<file path="src/rtl/main_fsm.sv">
// Multicycle ARM control FSM: Moore decode of an internal state register into datapath selects and ungated write enables.
// Optional retired-instruction counter is built when MAIN_FSM_RETIRE_CNT_EN is defined.
module main_fsm #(
   parameter int STATE_W      = 4,
   parameter int UNKNOWN_HOLD = 0
) (
   input  logic               clk,
   input  logic               reset,
   input  logic [1:0]         Op,
   input  logic [5:0]         Funct,
   output logic               IRWrite,
   output logic               AdrSrc,
   output logic [1:0]         ALUSrcA,
   output logic [1:0]         ALUSrcB,
   output logic [1:0]         ResultSrc,
   output logic               NextPC,
   output logic               RegW,
   output logic               MemW,
   output logic               Branch,
   output logic               ALUOp,
   output logic [STATE_W-1:0] State
`ifdef MAIN_FSM_RETIRE_CNT_EN
   ,
   output logic [31:0]        RetireCnt
`endif
);

   typedef enum logic [STATE_W-1:0] {
      FETCH    = STATE_W'(0),
      DECODE   = STATE_W'(1),
      MEMADR   = STATE_W'(2),
      MEMRD    = STATE_W'(3),
      MEMWB    = STATE_W'(4),
      MEMWR    = STATE_W'(5),
      EXECUTER = STATE_W'(6),
      EXECUTEI = STATE_W'(7),
      ALUWB    = STATE_W'(8),
      BRANCH   = STATE_W'(9),
      UNKNOWN  = STATE_W'(10)
   } state_t;

   localparam logic [1:0] OP_DP  = 2'b00;
   localparam logic [1:0] OP_MEM = 2'b01;
   localparam logic [1:0] OP_BR  = 2'b10;

   state_t state_q;
   state_t state_d;

   // Funct[4:1] is consumed by the ALU decoder, not by this block.
   logic unused_funct;
   assign unused_funct = ^Funct[4:1];

   // NOTE: state register uses non-blocking assignment so every flop samples the pre-edge value.
   always_ff @(posedge clk or posedge reset) begin
      if (reset) state_q <= FETCH;
      else       state_q <= state_d;
   end

   // NOTE: state_d gets a default before the case so no path leaves it unassigned (no latch).
   always_comb begin
      state_d = state_q;
      case (state_q)
         FETCH:    state_d = DECODE;
         DECODE: begin
            case (Op)
               OP_MEM:  state_d = MEMADR;
               OP_DP:   state_d = Funct[5] ? EXECUTEI : EXECUTER;
               OP_BR:   state_d = BRANCH;
               default: state_d = UNKNOWN;
            endcase
         end
         MEMADR:   state_d = Funct[0] ? MEMRD : MEMWR;
         MEMRD:    state_d = MEMWB;
         MEMWB:    state_d = FETCH;
         MEMWR:    state_d = FETCH;
         EXECUTER: state_d = ALUWB;
         EXECUTEI: state_d = ALUWB;
         ALUWB:    state_d = FETCH;
         BRANCH:   state_d = FETCH;
         // Illegal codes are folded into UNKNOWN's behaviour.
         default:  state_d = (UNKNOWN_HOLD != 0) ? UNKNOWN : FETCH;
      endcase
   end

   always_comb begin
      IRWrite   = 1'b0;
      AdrSrc    = 1'b0;
      ALUSrcA   = 2'b00;
      ALUSrcB   = 2'b00;
      ResultSrc = 2'b00;
      NextPC    = 1'b0;
      RegW      = 1'b0;
      MemW      = 1'b0;
      Branch    = 1'b0;
      ALUOp     = 1'b0;
      case (state_q)
         FETCH: begin
            IRWrite   = 1'b1;
            NextPC    = 1'b1;
            ALUSrcA   = 2'b01;
            ALUSrcB   = 2'b10;
            ResultSrc = 2'b10;
         end
         DECODE: begin
            ALUSrcA   = 2'b01;
            ALUSrcB   = 2'b10;
            ResultSrc = 2'b10;
         end
         MEMADR:   ALUSrcB = 2'b01;
         MEMRD:    AdrSrc  = 1'b1;
         MEMWB: begin
            ResultSrc = 2'b01;
            RegW      = 1'b1;
         end
         MEMWR: begin
            AdrSrc = 1'b1;
            MemW   = 1'b1;
         end
         EXECUTER: ALUOp = 1'b1;
         EXECUTEI: begin
            ALUSrcB = 2'b01;
            ALUOp   = 1'b1;
         end
         ALUWB:    RegW = 1'b1;
         BRANCH: begin
            ALUSrcA   = 2'b10;
            ALUSrcB   = 2'b01;
            ResultSrc = 2'b10;
            Branch    = 1'b1;
         end
         default: ;
      endcase
   end

   assign State = state_q;

`ifdef MAIN_FSM_RETIRE_CNT_EN
   // Every completion state leaves for FETCH unconditionally, so being in one means this edge retires.
   logic retire;
   assign retire = (state_q == MEMWB) || (state_q == MEMWR) ||
                   (state_q == ALUWB) || (state_q == BRANCH);

   always_ff @(posedge clk or posedge reset) begin
      if (reset)       RetireCnt <= 32'd0;
      else if (retire) RetireCnt <= RetireCnt + 32'd1;
   end
`endif

endmodule
</file>
<file path="config.mk">
export PLATFORM = sky130hd
export DESIGN_NAME = main_fsm
export DESIGN_NICKNAME = d
export VERILOG_FILES = /design/src/rtl/main_fsm.sv
export SDC_FILE = /design/constraint.sdc
export NUM_CORES = 1
export LEC_CHECK = 0
export CORE_AREA = 5 5 42 44
export CTS_CLUSTER_DIAMETER = 100
export DETAILED_ROUTE_END_ITERATION = 12
export DIE_AREA = 0 0 47 49
export PLACE_DENSITY = 0.72
export SYNTH_ARGS = -nofsm -noshare
export SYNTH_HDL_FRONTEND = slang
export SYNTH_SLANG_ARGS = --single-unit
</file>
<file path="constraint.sdc">
create_clock -name clk -period 1.64 [get_ports clk]
set_input_delay 0.246 -clock clk [delete_from_list [all_inputs] [get_ports clk]]
set_output_delay 0.246 -clock clk [all_outputs]
set_load 0.01 [all_outputs]
</file>
After elaboration in Yosys (flattened, before gate mapping)
Index checks and enable logic that the tools add are counted.
{"block": "op_classes", "add_sub_neg": 0, "multipliers": 0, "div": 0, "magnitude_cmp": 0, "n_eq_ne": 11, "n_shift": 0, "n_mux": 13, "n_bitwise": 0, "n_reduce_logical": 8}
{"operator": "$pmux 4 s5", "count": 1}
{"operator": "$eq 4x3->1 const B", "count": 4}
{"operator": "$pmux 2 s2", "count": 3}
{"operator": "$pmux 4 s3", "count": 1}
{"operator": "$eq 4x2->1 const B", "count": 2}
{"operator": "$eq 4x4->1 const B", "count": 2}
{"operator": "$reduce_or 2->1", "count": 4}
{"operator": "$mux 1", "count": 7}
{"operator": "$reduce_or 3->1", "count": 2}
{"operator": "$eq 4x1->1 const B", "count": 1}
{"operator": "$logic_not 4->1", "count": 1}
{"operator": "$mux 3", "count": 1}
{"operator": "$eq 2x1->1 const B", "count": 1}
{"operator": "$eq 2x2->1 const B", "count": 1}
{"operator": "$logic_not 2->1", "count": 1}
{"block": "word_totals", "register_bits": 4, "latchBits": 0, "ram_bits": 0, "rom_bits": 0, "input_bits": 10, "output_inout_bits": 17, "word_cells": 33, "n_memories": 0}

Logic depth before layout (Yosys ltp)
{"block": "depth", "depth_word": 3, "depth_mapped": 5, "depth_no_buf": 3}

Worst setup path after synthesis
Ideal clock, no wire load.
{"block": "synth_timing", "kind": "reg2out", "start": "register state_q[2], in the netlist State[2]", "end": "output port NextPC", "t_arrival_ns": 1.259, "required_time_ns": 1.394, "setup_slack_ns": 0.135, "path_stages_with_launch": 6, "n_path_buf": 3, "path_cell_list": "dfrtp_1 -> buf_6 -> or2_1 -> buf_6 -> nor3_2 -> buf_4"}
{"block": "synth_via", "elab_chain_cells": 2}
{"element": "start, declared", "line_no": "46", "source": "state_t state_q;"}
{"element": "start signal, assigned", "line_no": "56", "source": "else state_q <= state_d;"}
{"element": "$logic_not 4->1"}
{"element": "$mux 1"}
{"element": "end, declared", "line_no": "16", "source": "output logic NextPC,"}
Every way passes these cells.

Final worst setup path
{"block": "layout_timing", "start": "register state_q[1], in the netlist State[1]", "end": "output port State[1]"}
{"element": "end, declared", "line_no": "21", "source": "output logic [STATE_W-1:0] State"}
No word-level cell between the ends.

==> results.py <==
metrics = {
    "place": {
        "port-buffer-count": 22,
        "placed_area_um2": 648,
        "dp_cells": 90,
        "place.gp.congestion": 0.789,
        "dp_hpwl_um": 810,
    },
    "clocking": {
        "path_clk_slew_ns": 0.04,
        "cts_root_buf": "clkbuf_4",
        "cts_buffer_depth": 2,
        "cts_buffers": 3,
        "cts_tree": "done",
        "cts.htree.levels": 1,
        "cts_hold_buf": 0,
        "insertion_delay_ns": 0.23,
        "cts_sinks": 4,
    },
    "outcome": {
        "status": "finished clean",
    },
    "timing": {
        "post-route-period-util": 0.974,
        "worst_slew_pin_slew_ns": 0.200,
        "slew_violations": 0,
        "max_slew_margin": 0.866,
        "tns_ns": 0,
        "rsz0062_at_grt": "true",
        "finalHoldViolCount": 0,
        "period_needed_ns": 1.60,
        "fmax_mhz": 626,
        "skew_ns": 0.00143,
        "timing.hold.ws_ns": 0.201,
        "finalSetupViolations": 0,
    },
    "synthesis": {
        "yosysWarningCount": 0,
        "synth_fa_ha_area_frac": 0,
        "ys.flop_type": "dfrtp_1",
        "synth_compound_area_frac": 0.171,
        "synth-seq-area-share": 0.273,
        "synth_area_leaders": "dfrtp_1 (27%), buf_6 (9.2%), nor2_1 (7.2%), a21oi_2 (4.8%), buf_4 (4.1%)",
        "synth_async_sr_flop_share": 1.00,
        "synth_cell_types": 26,
        "synth_area_um2": 367,
        "syn_nets": 55,
        "synth_edf_count": 0,
        "synth_mux_area_frac": 0,
        "synth_top_family_by_area": "simple AND/OR/NAND/NOR gates",
        "synth_xor_xnor_area_share": 0.0478,
        "synth_top_area_frac": 0.273,
        "synth_seq_cells": 4,
        "synth-simple-area-share": 0.345,
        "synth_top_area_cell": "dfrtp_1",
        "syn_inst": 45,
        "synth_area_per_cell_um2": 8.15,
    },
    "floorplan": {
        "rows": 14,
        "die_w_um": 47,
        "die_area_um2": 2300,
        "die_h_um": 49,
        "ios": 27,
        "start_util": 0.262,
        "coreArea_um2": 1400,
    },
    "layout": {
        "largest_reg_flops": 4,
        "fin_area_um2": 691,
        "drive_gt1_frac": 0.494,
        "finalNonFillerCells": 97,
        "regArea_um2": 103,
        "fillerInstances": 150,
        "final_nets": 93,
        "multiInputGateArea_um2": 225,
        "syn_to_final_growth_pct": 88.4,
        "antenna_cells": 0,
    },
    "power_and_ir_drop": {
        "max-vdd-ir-drop_mv": 0.858,
        "leakagePower_uw": 0.000353,
        "p_total_uw": 1420,
        "power_switching_uw": 590,
        "pwr_density_cell_nw_per_um2": 2050,
        "combPwrFrac": 0.781,
        "seq_power_share": 0.137,
        "netSwitchingFraction": 0.416,
        "p_int_uw": 828,
        "p_clk_frac": 0.082,
    },
    "critical_path": {
        "crit_path_start_kind": "flop",
        "required_ns": 1.39,
        "cp-end-kind": "output pin",
        "critPathKind": "flop to output pin",
        "worstPathMaxFanout": 9,
        "arrival_ns": 1.35,
    },
    "grt": {
        "grt_antenna_before_repair": 0,
        "grt_pass1_wl_um": 1570,
        "grt_overflow_total": 0,
        "track_usage": 0.0946,
        "grt_pass1_vias": 386,
        "grt_max_degree": 10,
    },
    "route": {
        "drtPass1Iterations": 4,
        "detail_route.wl_per_cell_um": 11.0,
        "vias": 433,
        "via_per_inst": 4.46,
        "drt_iter0_markers": 3,
        "drc": 0,
        "routed_wl_um": 1070,
        "antenna_left": 0,
    },
    "job": {
        "maxCapViolations": 0,
    },
    "hold_path": {
        "hold_class": "primary input to async pin",
    },
}
-- metrics by stage --
| step | setup WS (ns) | utilization |
|---|---|---|
| finish | 0.0434 | 0.493 |
| global route | -0.0337 | 0.493 |
| CTS | -0.0862 | 0.491 |
| detailed placement | -0.0782 | 0.463 |
| global placement | -0.0732 | 0.463 |
| floorplan | 0.135 | - |
-- power groups by stage --
stage | sequential (µW) | combinational [µW] | clock (µW)
CTS | 194 | 1080 | 121
finish | 195 | 1110 | 117
detailed placement | 205 | 1080 | 0
floorplan | 208 | 546 | 0
global placement | 201 | 1070 | 0
global route | 204 | 1190 | 132
-- worst paths after layout --
check,startpoint,endpoint,slack [ns],cells after the start
setup / recovery,State[1],State[1],0.04,2
hold / removal,reset,State[0],0.20,2
setup reg to reg,State[1],State[1],0.49,4
hold reg to reg,State[3],State[3],0.58,2
max in group asynchronous,reset,State[2],1.28,2
min in group clk,State[3],State[3],0.58,2
-- cell families (layout without fill, tap and decap cells) --
group	count (synthesis)	after routing
buffers and inverters	8	44
and+or+nand+nor	22	22
AOI/OAI and AO/OA	9	9
DFF	4	4
xor gates and xnor gates	2	2
-- metal layers --
metal  share of wire  GRT usage  up-vias  routed length, µm
li1                -          -      219                  -
met1            0.40      0.111      195                427
met2            0.49      0.143       17                520
met3           0.092     0.0221        2                 98
met4           0.021     0.0691        0                 22
met5               0          0        -                  0
-- synthesized netlist by cell type (2+ instances only) --
master and number:
nor2_1 7, dfrtp_1 4, buf_6 3, a21oi_2 2, buf_4 2, inv_1 2, nand2_1 2, nand2b_1 2
nor2_2 2, nor3_1 2, o21ai_0 2
-- critical path, stage by stage, from the launching register on --
cell	delay (ns)
dfrtp_2	0.41
buf_6	0.16
clkdlybuf4s50_1	0.54
-- layout by cell type, fill, tap and decap left out, types with 3 or more instances in the layout --
master / instances
clkbuf_4: 3
clkbuf_2: 5
nor2_1: 7
buf_2: 3
dlygate4sd2_1: 3
buf_4: 14
clkdlybuf4s50_1: 7
-- cell type report --
class	instances	area share
repair buffers	38	0.447
multi-input cells	33	0.326
flip-flops and latches	4	0.149
clock buffers	3	0.0326
well taps	16	0.0290
inverters	3	0.0163
-- what timing repair did --
action                                  4_1_cts  5_1_grt
gates resized for setup                      21       26
endpoints found under the setup margin       15       13
pin swaps                                     0        2
setup buffers                                 2        2
Note: power is estimated with default switching activity, not from simulation.
